File: src/rtl/kypd_scan_ctrl.sv
// Matrix keypad scanner: one-hot active-low column drive, synchronised row sampling,
// frame-level debounce with multi-key rejection, and a valid/ready press-event output.
module kypd_scan_ctrl #(
  parameter int unsigned NUM_COLS = 4,
  parameter int unsigned NUM_ROWS = 4,
  parameter int unsigned SCAN_DIV = 1000,
  parameter int unsigned DEBOUNCE = 4
) (
  input  logic                i_clk,
  input  logic                i_rst_n,
  output logic [NUM_COLS-1:0] o_col,
  input  logic [NUM_ROWS-1:0] i_row,
  output logic [7:0]          o_key_code,
  output logic                o_key_valid,
  input  logic                i_key_ready,
  output logic                o_key_down,
  output logic                o_overflow
);

  localparam int unsigned DivW = $clog2(SCAN_DIV);
  localparam int unsigned ColW = $clog2(NUM_COLS);
  localparam int unsigned RowW = $clog2(NUM_ROWS);
  localparam logic [DivW-1:0] DivLast = DivW'(SCAN_DIV - 1);
  localparam logic [ColW-1:0] ColLast = ColW'(NUM_COLS - 1);
  localparam logic [3:0]      DebCnt  = 4'(DEBOUNCE);
  localparam bit              DebOne  = (DEBOUNCE == 1);

  typedef enum logic [1:0] {StIdle, StPressChk, StHeld, StRelChk} state_e;

  logic [NUM_ROWS-1:0] r_row_meta, r_row_sync;
  logic [DivW-1:0]     r_div;
  logic [ColW-1:0]     r_col_idx;
  logic [1:0]          r_hits;
  logic [7:0]          r_min;
  logic                r_eval;
  state_e              r_state;
  logic [3:0]          r_cnt;
  logic [7:0]          r_cand;
  logic                r_accept;
  logic [7:0]          r_acc_code;
  logic                r_key_down;
  logic [7:0]          r_key_code;
  logic                r_key_valid;
  logic                r_overflow;

  logic                w_dwell_end;
  logic [1:0]          w_col_hits;
  logic [RowW-1:0]     w_col_row;
  logic [7:0]          w_col_idx;
  logic [2:0]          w_sum;
  logic                w_none, w_single;

  // Two-flop synchroniser for the asynchronous rows; idle level is all ones.
  always_ff @(posedge i_clk or negedge i_rst_n) begin
    if (!i_rst_n) begin
      r_row_meta <= '1;
      r_row_sync <= '1;
    end else begin
      r_row_meta <= i_row;
      r_row_sync <= r_row_meta;
    end
  end

  assign w_dwell_end = (r_div == DivLast);

  // Dwell counter and column pointer; the column advances right after its sample.
  always_ff @(posedge i_clk or negedge i_rst_n) begin
    if (!i_rst_n) begin
      r_div     <= '0;
      r_col_idx <= '0;
    end else if (w_dwell_end) begin
      r_div     <= '0;
      r_col_idx <= (r_col_idx == ColLast) ? '0 : r_col_idx + ColW'(1);
    end else begin
      r_div <= r_div + DivW'(1);
    end
  end

  // Active-low one-hot column drive decoded from the pointer.
  always_comb begin
    o_col = '1;
    for (int unsigned c = 0; c < NUM_COLS; c++) o_col[c] = (r_col_idx != ColW'(c));
  end

  // Hits in the current column (saturating at 2) and the lowest pressed row.
  always_comb begin
    w_col_hits = 2'd0;
    w_col_row  = '0;
    for (int r = int'(NUM_ROWS) - 1; r >= 0; r--) begin
      if (!r_row_sync[r]) begin
        w_col_row = RowW'(r);
        if (w_col_hits != 2'd2) w_col_hits = w_col_hits + 2'd1;
      end
    end
  end

  assign w_col_idx = 8'(w_col_row) * 8'(NUM_COLS) + 8'(r_col_idx);
  assign w_sum     = {1'b0, r_hits} + {1'b0, w_col_hits};

  // Frame accumulators; column 0 restarts them so no explicit clear is needed.
  always_ff @(posedge i_clk or negedge i_rst_n) begin
    if (!i_rst_n) begin
      r_hits <= 2'd0;
      r_min  <= 8'd0;
      r_eval <= 1'b0;
    end else begin
      r_eval <= w_dwell_end && (r_col_idx == ColLast);
      if (w_dwell_end) begin
        if (r_col_idx == '0) begin
          r_hits <= w_col_hits;
          r_min  <= w_col_idx;
        end else begin
          r_hits <= (w_sum >= 3'd2) ? 2'd2 : w_sum[1:0];
          if (w_col_hits != 2'd0 && (r_hits == 2'd0 || w_col_idx < r_min)) r_min <= w_col_idx;
        end
      end
    end
  end

  assign w_none   = (r_hits == 2'd0);
  assign w_single = (r_hits == 2'd1);

  // Debounce FSM, stepped once per frame evaluation; r_accept is a one-cycle event.
  always_ff @(posedge i_clk or negedge i_rst_n) begin
    if (!i_rst_n) begin
      r_state    <= StIdle;
      r_cnt      <= 4'd0;
      r_cand     <= 8'd0;
      r_accept   <= 1'b0;
      r_acc_code <= 8'd0;
      r_key_down <= 1'b0;
    end else begin
      r_accept <= 1'b0;
      if (r_eval) begin
        unique case (r_state)
          StIdle: begin
            if (w_single) begin
              r_cand <= r_min;
              r_cnt  <= 4'd1;
              if (DebOne) begin
                r_accept   <= 1'b1;
                r_acc_code <= r_min;
                r_key_down <= 1'b1;
                r_state    <= StHeld;
              end else begin
                r_state <= StPressChk;
              end
            end
          end
          StPressChk: begin
            if (!w_single) begin
              r_state <= StIdle;
            end else if (r_min != r_cand) begin
              r_cand <= r_min;
              r_cnt  <= 4'd1;
            end else if (r_cnt + 4'd1 == DebCnt) begin
              r_cnt      <= r_cnt + 4'd1;
              r_accept   <= 1'b1;
              r_acc_code <= r_cand;
              r_key_down <= 1'b1;
              r_state    <= StHeld;
            end else begin
              r_cnt <= r_cnt + 4'd1;
            end
          end
          StHeld: begin
            if (w_none) begin
              r_cnt <= 4'd1;
              if (DebOne) begin
                r_key_down <= 1'b0;
                r_state    <= StIdle;
              end else begin
                r_state <= StRelChk;
              end
            end
          end
          StRelChk: begin
            if (!w_none) begin
              r_state <= StHeld;
            end else if (r_cnt + 4'd1 == DebCnt) begin
              r_cnt      <= r_cnt + 4'd1;
              r_key_down <= 1'b0;
              r_state    <= StIdle;
            end else begin
              r_cnt <= r_cnt + 4'd1;
            end
          end
          default: r_state <= StIdle;
        endcase
      end
    end
  end

  // Event register: load on accept, drop with sticky overflow when still unconsumed.
  always_ff @(posedge i_clk or negedge i_rst_n) begin
    if (!i_rst_n) begin
      r_key_code  <= 8'd0;
      r_key_valid <= 1'b0;
      r_overflow  <= 1'b0;
    end else if (r_accept) begin
      if (!r_key_valid || i_key_ready) begin
        r_key_code  <= r_acc_code;
        r_key_valid <= 1'b1;
      end else begin
        r_overflow <= 1'b1;
      end
    end else if (r_key_valid && i_key_ready) begin
      r_key_valid <= 1'b0;
    end
  end

  assign o_key_code  = r_key_code;
  assign o_key_valid = r_key_valid;
  assign o_key_down  = r_key_down;
  assign o_overflow  = r_overflow;

endmodule
File: config.mk
export PLATFORM = sky130hd
export DESIGN_NAME = kypd_scan_ctrl
export DESIGN_NICKNAME = d
export VERILOG_FILES = /design/src/rtl/kypd_scan_ctrl.sv
export SDC_FILE = /design/constraint.sdc
export NUM_CORES = 1
export LEC_CHECK = 0
export CORE_MARGIN = 2
export CORE_UTILIZATION = 50
export CTS_BUF_LIST = sky130_fd_sc_hd__clkbuf_16
export CTS_CLUSTER_SIZE = 8
export DETAILED_ROUTE_END_ITERATION = 16
export PLACE_DENSITY = 0.71
export SYNTH_ARGS = -nofsm -noshare
export SYNTH_HDL_FRONTEND = slang
export SYNTH_SLANG_ARGS = --single-unit
export TNS_END_PERCENT = 1
File: constraint.sdc
create_clock -name i_clk -period 4 [get_ports i_clk]
set_clock_uncertainty 0.2 [all_clocks]
set_input_delay 0.8 -clock i_clk [delete_from_list [all_inputs] [get_ports i_clk]]
set_output_delay 0.8 -clock i_clk [all_outputs]
set_load 0.005 [all_outputs]
==> metrics.txt, run 1 <==
CP endpoint kind register; RSZ-0062 raised after global routing no; postcts setup bufs 0; layout cells sized above 1 0.177; CP arrival 2.90 ns; Syn Inst Count between 200 and 250; TritonCTS clock tree done; Avg WL per Cell 12.4 µm; most common cell in the netlist dfrtp_1; Final Setup Violations 0; clock slew at reported path FFs 0.06 ns; synthesized area 2470 µm²; fraction of the mapped netlist area in simple logic gates 0.144; clock root cell clkbuf_16; crit start category register; vias per std cell about 5.1; Post-route DRC 0; height of the die 74.2 µm; initial antenna violation count 0; Async SR Flop Fraction 1.00; Leak Pwr 1.34 nW; die width approximately 74 µm; TritonCTS Buffers 5; fin worst setup slack 1.10 ns; worst-skew pair later-pin latency roughly 0.28 ns; synthesized area per cell roughly 11 µm²; # hold bufs at CTS 0; Final HPWL DP 2710 µm; setup total negative slack 0 ns; PD cells 372 nW/µm²; post-synthesis sequential area ratio 0.501; clk sink count 49; Synth area leaders dfrtp_1 (42%), dfstp_2 (8.5%), ha_1 (8.1%); IO buf count 17; largest area contributor in the netlist dfrtp_1; Yosys top cell area share 0.416; vias in the first global route between 1k and 1.5k; Diodes inserted 0; Worst Path Max Fanout 4; Final Non-Filler Cells 310; total gr overflow 0; post-synth cell types 45; I/O pins 22; GP Congestion 0.776; largest net degree at the start of global routing 50; CTS max path bufs 2; Slew Viols, Final 0; EDFF count, synth 0; post_cts resized 0; Setup CP Type reg2reg; area grow syn2layout 16.9%; fin nets about 270; most instantiated cells after synthesis dfrtp_1 (41), nor2_1 (20), inv_1 (18); Initial Util 0.519; xor/xnor share of the synthesized area 0.0426; ANT nets after route 0; Hold Path Class reg2reg; Slew headroom 0.307; final hold violations 0; combinational family with the most area after synthesis simple AND/OR/NAND/NOR gates; H-tree depth 2; DR pass1 iterations 4; fillcell total 403; Final Cycle Share 0.724; core area about 4800 µm²; Tot GR Track Use 0.150; crit path time final between 2 and 3 ns; maximum vdd drop 0.000212 V; Syn. warnings 0; DIE AREA 5510 µm²; placed cells approximately 300; Setup Slack @ Placement 1.07 ns; vias 1,583; final wirelength roughly 3800 µm; CP required 4.00 ns; Std-Cell Rows 25; measured slew at the worst slew-check pin about 1.0 ns; Compound-Gate Fraction of Synth Area 0.0898; ys flop type dfrtp_1; max_cap viols 0; fmax roughly 350 MHz; mux cell area share after synthesis 0.0903; first-pass GRT wire length approximately 6400 µm; drt first-iter violations 75; post-synthesis adder-cell area fraction 0.0893; register bit count reported by yosys 49; status finished, final reports clean
stage by stage:
stage                util  area, µm²  hold WS [ns]  total power, mW
floorplan               -       2480         0.145            0.535
global placement    0.566       2690         0.146            0.550
detailed placement  0.566       2690         0.147            0.552
CTS                 0.606       2880         0.156             1.09
global route        0.606       2880         0.157             1.11
finish              0.606       2880         0.155             1.07
cells by family after synthesis:
family / after synthesis
flip-flops: 49
multiplexers: 19
adder cells (fa/ha/maj): 17
other: 1
XOR/XNOR: 12
AO/OA/AOI/OAI: 33
AND/OR/NAND/NOR: 66
buffers and inverters: 23
metal layers:
metal / vias to the layer above / track usage / share of wire
li1: 786 / - / -
met5: - / 0 / 0
met2: 20 / 0.264 / 0.49
met4: 0 / 0.0476 / 0.0096
met1: 773 / 0.184 / 0.47
met3: 4 / 0.0366 / 0.030
power by group:
| part | internal, mW | leakage [nW] | total [mW] | switching, mW |
|---|---|---|---|---|
| sequential | 0.503 | 0.643 | 0.506 | 0.00300 |
| clock | 0.357 | 0.0938 | 0.531 | 0.175 |
| combinational | 0.0142 | 0.603 | 0.0352 | 0.0211 |
sequential cells by signal, indices dropped and copies added (netlist names):
signal / cells
r_state: 2
r_acc_code: 4
o_key_down: 1
r_cnt: 4
r_min: 4
r_cand: 4
o_key_valid: 1
r_row_meta: 4
r_row_sync: 4
r_hits: 2
r_eval: 1
r_accept: 1
o_overflow: 1
r_div: 10
o_key_code: 4
r_col_idx: 2
worst paths after layout:
| path | start | endpoint | slack (ns) | cells past startpoint |
|---|---|---|---|---|
| max in group asynchronous | i_rst_n | r_div[0]$_DFF_PN0_ | 2.46 | 1 |
| min reg2reg | r_row_meta[2]$_DFF_PN1_ | r_row_sync[2]$_DFF_PN1_ | 0.16 | 0 |
| min | r_row_meta[2]$_DFF_PN1_ | r_row_sync[2]$_DFF_PN1_ | 0.16 | 0 |
| max | r_row_sync[2]$_DFF_PN1_ | r_hits[1]$_DFFE_PN0N_ | 1.10 | 11 |
| min in group asynchronous | i_rst_n | r_cnt[3]$_DFFE_PN0P_ | 0.50 | 1 |
| max reg2reg | r_row_sync[2]$_DFF_PN1_ | r_hits[1]$_DFFE_PN0N_ | 1.10 | 11 |
layout make-up:
class / count / area, µm² / area share
Clock buffer: 5 / 125 / 0.0434
Tap cell: 67 / 83.8 / 0.0291
Sequential cell: 49 / 1240 / 0.429
Inverter: 18 / 67.6 / 0.0234
Multi-Input combinational cell: 151 / 1140 / 0.395
Clock inverter: 3 / 65.1 / 0.0226
Timing Repair Buffer: 17 / 165 / 0.0573
critical path: stages, from the launching register on:
cell	delay, ns
dfstp_2	0.56
inv_1	0.06
ha_1	0.32
nor2_1	0.05
mux4_2	0.49
ha_1	0.20
inv_1	0.06
fa_1	0.40
nand2_1	0.10
nor2_1	0.04
a211o_1	0.26
o21ai_0	0.07
placed cells by master, fill, tap and decap left out, drive strengths merged, types with 2 or more instances in the layout:
master and n:
mux2 16, nor2b 2, nor2 21, xor2 9, nor3 2, nand3 13, a21boi 3, a211o 2
nand3b 2, a21oi 8, mux2i 2, dfrtp 41, nand2 14, o21ai 12, ha 16, xnor2 3
inv 18, and3 2, conb 4, clkbuf 5, bufinv 2, nand2b 3, and2 2, clkdlybuf4s50 16
dfstp 8
No activity file was read; power rests on OpenSTA's default activity.
==> inputs of run 2 (changes only) <==
PLACE_DENSITY = 0.73   (was 0.71)
clock period = 2.4 ns   (was 4 ns; I/O delays follow)
==> run 2 against run 1 <==
Effect of this change:
- the run now ends with negative setup slack left
- hold slack is essentially flat
- worst setup slack lost 1.4 ns
- critical path type unchanged
- critical path depth is the same
- combinational power grew to 2.7 times the previous value
- global-route usage grew 1.5 points
- clock power grew 50%
- highest routed layer unchanged
- final cell count grew 5.5%
- utilization grew 3.8 points
- routed wire length grew 5.0%
- sequential share of layout area shrank 2.5 points
- maximum frequency grew 6.2%
==> metrics.txt, run 2 (synthesized netlist as in run 1, its figures left out) <==
FF-to-FF Start r_row_sync[2]$_DFF_PN1_; crit start category register; worst-skew pair later-pin latency about 0.29 ns; Tot GR Track Use 0.165; final hold violations 0; IO buf count 17; DR pass1 iterations 4; clk sink count 49; initial antenna violation count 0; fin worst setup slack -0.325 ns; slack of the worst reg-to-reg path -0.33 ns; placed cells 314; vias 1,644; ANT nets after route 0; Std-Cell Rows 25; drt first-iter violations 100; Final Setup Violations 6; vias in the first global route approximately 1.5k; status complete, but fails checks; Slew headroom 0.636; Final Cycle Share 1.14; slowest stage delay, CP ~0.55 ns; Hold Slack 0.155 ns; max FFs per register 10; CP endpoint kind register; most common cell after layout, fill and taps aside dfrtp_1; area grow syn2layout 24.3%; TritonCTS clock tree done; Setup Slack @ Placement -0.348 ns; RSZ-0062 raised after global routing yes; failing checks negative setup slack; Hold Path Class reg2reg; layout cells sized above 1 0.269; Top reg by flops r_div; total gr overflow 0; fin nets 283; Leak Pwr 1.41 nW; Slew Viols, Final 0; Setup CP Type reg2reg; largest net degree at the start of global routing 27; clock slew at reported path FFs roughly 0.06 ns; Hold Crit Start r_row_meta[2]$_DFF_PN1_; Total Power 1.73 mW; fillcell total 381; I/O pins 22; TritonCTS Buffers 5; critical path cell sequence inv_2 -> ha_4 -> nor2_2 -> mux4_2 -> ha_4 -> inv_2 -> fa_1 -> nand2_1 -> nor2_1 -> a211o_1 -> o21ai_1; Crit path max-delay family adder cells; height of the die 74.2 µm; Final Non-Filler Cells 327; WP depth 11; PD cells 566 nW/µm²; Avg WL per Cell 12.3 µm; crit path time final approximately 2.7 ns; Worst Path Max Fanout 3; Critical Path End r_hits[1]$_DFFE_PN0N_; max_cap viols 0; CTS max path bufs 2; Post-route DRC 0; final wirelength 4030 µm; Final HPWL DP 2820 µm; fmax ~370 MHz; R2R cell count 11; multi-input logic area 1200 µm²; r2r endpoint r_hits[1]$_DFFE_PN0N_; Slowest-stage cell, CP dfstp_2; maximum vdd drop between 0.0004 and 0.0005 V; CP arrival between 2 and 3 ns; vias per std cell 5.03; die width 74.2 µm; first-pass GRT wire length 6920 µm; GP Congestion 0.787; DIE AREA 5510 µm²; measured slew at the worst slew-check pin 0.546 ns; Initial Util 0.519; core area roughly 4800 µm²; Diodes inserted 0; CP required 2.41 ns; H-tree depth 2; setup total negative slack -1.19 ns; clock root cell clkbuf_16; most frequent cells in the layout dfrtp_1 (40), nor2_1 (18), mux2_2 (16), clkdlybuf4s50_1 (16); Bufs and invs on worst path 2; register area 1240 µm²; CP Launch Point r_row_sync[2]$_DFF_PN1_
-- run 2: cell types whose count changed in the layout (fill, tap and decap cells not counted), moves of 2 or more --
cell and change:
o21ai_1 +3, ha_1 -5, nor2_2 +2, nor2_1 -2, buf_4 +15, inv_1 -3
inv_2 +3, ha_4 +4, o21ai_0 -3
-- run 2: timing repair --
item,in CTS,in global routing
pin swaps,0,7
gates cloned,0,0
resized for setup,6,5
setup endpoints to repair,7,7
setup buffers,1,3
hold buffers,1,0
endpoints found under the hold margin,15,0
-- run 2: metal layers --
metal	track usage	wire, µm	vias to the layer above
li1	-	-	825
met1	0.213	1870	787
met2	0.278	1970	26
met3	0.0366	133	6
met4	0.0575	54	0
met5	0	0	-
-- run 2: layout make-up --
type	instances	share of cell area
sequential	49	0.404
multi-input combinational	151	0.391
timing repair buffer	34	0.100
clock buffer	5	0.0408
tap	67	0.0273
inverter	18	0.0220
clock inverter	3	0.0151
-- run 2: how the worst min path moves through the flow --
stage,to,slack (ns),depth (start not counted)
global route,r_row_sync[2]$_DFF_PN1_,0.16,0
CTS,r_row_sync[2]$_DFF_PN1_,0.16,0
detailed placement,r_row_sync[2]$_DFF_PN1_,0.15,0
global placement,r_row_sync[1]$_DFF_PN1_,0.15,0
finish,r_row_sync[2]$_DFF_PN1_,0.16,0
floorplan,o_key_code[0]$_DFFE_PN0P_,-0.02,0
-- run 2: power by group --
group          switching, mW  internal [mW]  total [mW]
Clock                  0.303          0.493       0.795
Combinational         0.0479         0.0487      0.0966
Sequential           0.00449          0.838       0.843
Total                  0.355           1.38        1.73
-- run 2: through the flow --
step / util / cell area [µm²]
4_1_cts: 0.635 / 3020
3_3_place_gp: 0.593 / 2820
6_report: 0.645 / 3070
2_1_floorplan: - / 2500
5_1_grt: 0.645 / 3070
3_5_place_dp: 0.593 / 2820
-- run 2: worst reg2reg max path, cell delays in order (launching register included) --
cell and delay, ns:
dfstp_2 0.55, inv_2 0.05, ha_4 0.27, nor2_2 0.04
mux4_2 0.49, ha_4 0.18, inv_2 0.04, fa_1 0.41
nand2_1 0.10, nor2_1 0.05, a211o_1 0.21, o21ai_1 0.06
==> inputs of run 3 (changes only) <==
--- a/config.mk
+++ b/config.mk
@@ -13,2 +13,3 @@
 export PLACE_DENSITY = 0.73
+export SLEW_MARGIN = 20
 export SYNTH_ARGS = -nofsm -noshare
==> constraint.sdc (replaced) <==
create_clock -name i_clk -period 2.4 [get_ports i_clk]
set_clock_uncertainty 0.2 [all_clocks]
set_input_delay 0.36 -clock i_clk [delete_from_list [all_inputs] [get_ports i_clk]]
set_output_delay 0.36 -clock i_clk [all_outputs]
set_load 0.005 [all_outputs]
==> run 3 against run 2 <==
Effect of this change:
- maximum frequency rose by 0.13%
- worst setup slack improved by 0.0035 ns
- power fell by 0.60%
- sequential power barely moved
- combinational power fell by 9.8%
- the flow still finishes with violations (negative setup slack)
- highest routed layer unchanged
- non-clock buffer count fell by 4
- critical path type unchanged
- clock power barely moved
- first-iteration DRC count fell by 29%
- hold slack barely moved
- global-route usage barely moved
- die area did not move
- critical path depth did not move
==> metrics.txt, run 3 (synthesized netlist as in run 1, its figures left out) <==
vias in the first global route 1,590; area grow syn2layout 22.5%; core area 4750 µm²; Final Setup Violations 6; Hold Path Class reg2reg; RSZ-0062 raised after global routing yes; first-pass GRT wire length 6960 µm; largest net degree at the start of global routing 26; fin worst setup slack -0.322 ns; clk sink count 49; total gr overflow 0; crit path time final around 2.7 ns; Final Cycle Share 1.13; max_cap viols 0; vias 1,645; max FFs per register 10; IO buf count 17; worst-skew pair later-pin latency 0.29 ns; maximum vdd drop 0.000480 V; met1 GRT Util 0.207; Final HPWL DP 2950 µm; GP Congestion 0.780; drt first-iter violations between 70 and 80; Core Util, Final 0.635; PD cells 571 nW/µm²; H-tree depth 2; Leak Pwr about 1.4 nW; gr busiest metal met2; Tot GR Track Use 0.166; fin nets between 200 and 300; Top reg by flops r_div; final hold violations 0; Worst Path Max Fanout 3; CP endpoint kind register; measured slew at the worst slew-check pin 0.560 ns; Hold Slack 0.155 ns; met2 usage 0.289; status complete, but fails checks; DIE AREA 5510 µm²; initial antenna violation count 0; Slew Viols, Final 0; met3 Use GR 0.0407; Total Power roughly 1.7 mW; final wirelength approximately 3900 µm; postcts setup bufs 0; failing checks negative setup slack; crit start category register; height of the die 74.2 µm; Setup CP Type reg2reg; TritonCTS clock tree done; DR pass1 iterations 4; clock root cell clkbuf_16; fmax 367 MHz; most frequent cells in the layout dfrtp_1 (41), nor2_1 (19), mux2_2 (16), clkdlybuf4s50_1 (16), inv_1 (15); Post-route DRC 0; clock slew at reported path FFs 0.06 ns; I/O pins 22; TritonCTS Buffers 5; CP required 2.37 ns; Slew headroom 0.627; CTS max path bufs 2; vias per std cell between 5 and 6; layout cells sized above 1 0.258; ANT nets after route 0; CP arrival 2.69 ns; Initial Util 0.519; most common cell after layout, fill and taps aside dfrtp_1; die width 74.2 µm; Std-Cell Rows 25; Diodes inserted 0; Avg WL per Cell between 10 and 15 µm
==> run 3: cell count changes in the layout (fill, tap and decap cells not counted), sizes merged <==
cell and delta:
buf -4, clkinvlp -1, inv +1
==> run 3: critical path, stage by stage (launching register included) <==
cell      delay [ns]
dfstp_2         0.55
inv_2           0.05
ha_4            0.26
nor2_1          0.03
mux4_2          0.48
ha_4            0.18
inv_2           0.05
fa_1            0.42
nand2_2         0.09
nor3b_2         0.05
a211oi_2        0.19
a21oi_1         0.05
==> run 3: layout make-up <==
class	count	area (µm²)
Clock buffer	5	125
Clock inverter	3	43.8
Fill cell	396	1730
Inverter	18	67.6
Multi-Input combinational cell	151	1190
Sequential cell	49	1240
Tap cell	67	83.8
Timing Repair Buffer	30	278
==> run 3: worst paths after layout <==
path | end | slack, ns | cells past startpoint | start
setup / recovery | r_hits[0]$_DFFE_PN0N_ | -0.32 | 11 | r_row_sync[3]$_DFF_PN1_
hold / removal | r_row_sync[2]$_DFF_PN1_ | 0.16 | 0 | r_row_meta[2]$_DFF_PN1_
setup reg to reg | r_hits[0]$_DFFE_PN0N_ | -0.32 | 11 | r_row_sync[3]$_DFF_PN1_
hold reg to reg | r_row_sync[2]$_DFF_PN1_ | 0.16 | 0 | r_row_meta[2]$_DFF_PN1_
max in group asynchronous | o_key_code[3]$_DFFE_PN0P_ | 1.07 | 3 | i_rst_n
min in group asynchronous | r_cnt[0]$_DFFE_PN0P_ | 0.41 | 2 | i_rst_n
==> run 3: layer usage <==
| metal | vias up | wire, µm |
|---|---|---|
| li1 | 812 | - |
| met1 | 807 | 1770 |
| met2 | 22 | 1990 |
| met3 | 4 | 123 |
| met4 | 0 | 50 |
| met5 | - | 0 |
==> run 3: metrics by stage <==
step / setup WS, ns / TNS (ns) / area, µm² / instances
after floorplan: -0.277 / -0.555 / 2500 / 223
after global placement: -0.272 / -1.32 / 2820 / 314
after detailed placement: -0.320 / -1.48 / 2820 / 314
after CTS: -0.313 / -1.20 / 3000 / 323
after global routing: -0.462 / -1.66 / 3020 / 323
final: -0.322 / -1.13 / 3020 / 323
==> run 3: power by group <==
part	internal [mW]	switching (mW)	leakage (nW)	total, mW
clock network	0.493	0.301	0.0842	0.794
logic	0.0428	0.0443	0.668	0.0871
registers	0.838	0.00517	0.643	0.843
total	1.37	0.350	1.40	1.72
==> run 3: repair_timing <==
action                                  in CTS  in global routing
endpoints found under the setup margin       6                  6
hold endpoints to repair                    16                  0
hold buffers                                 1                  0
gates resized for setup                      3                  6
cloned                                       0                  0
pin swaps                                    4                  6
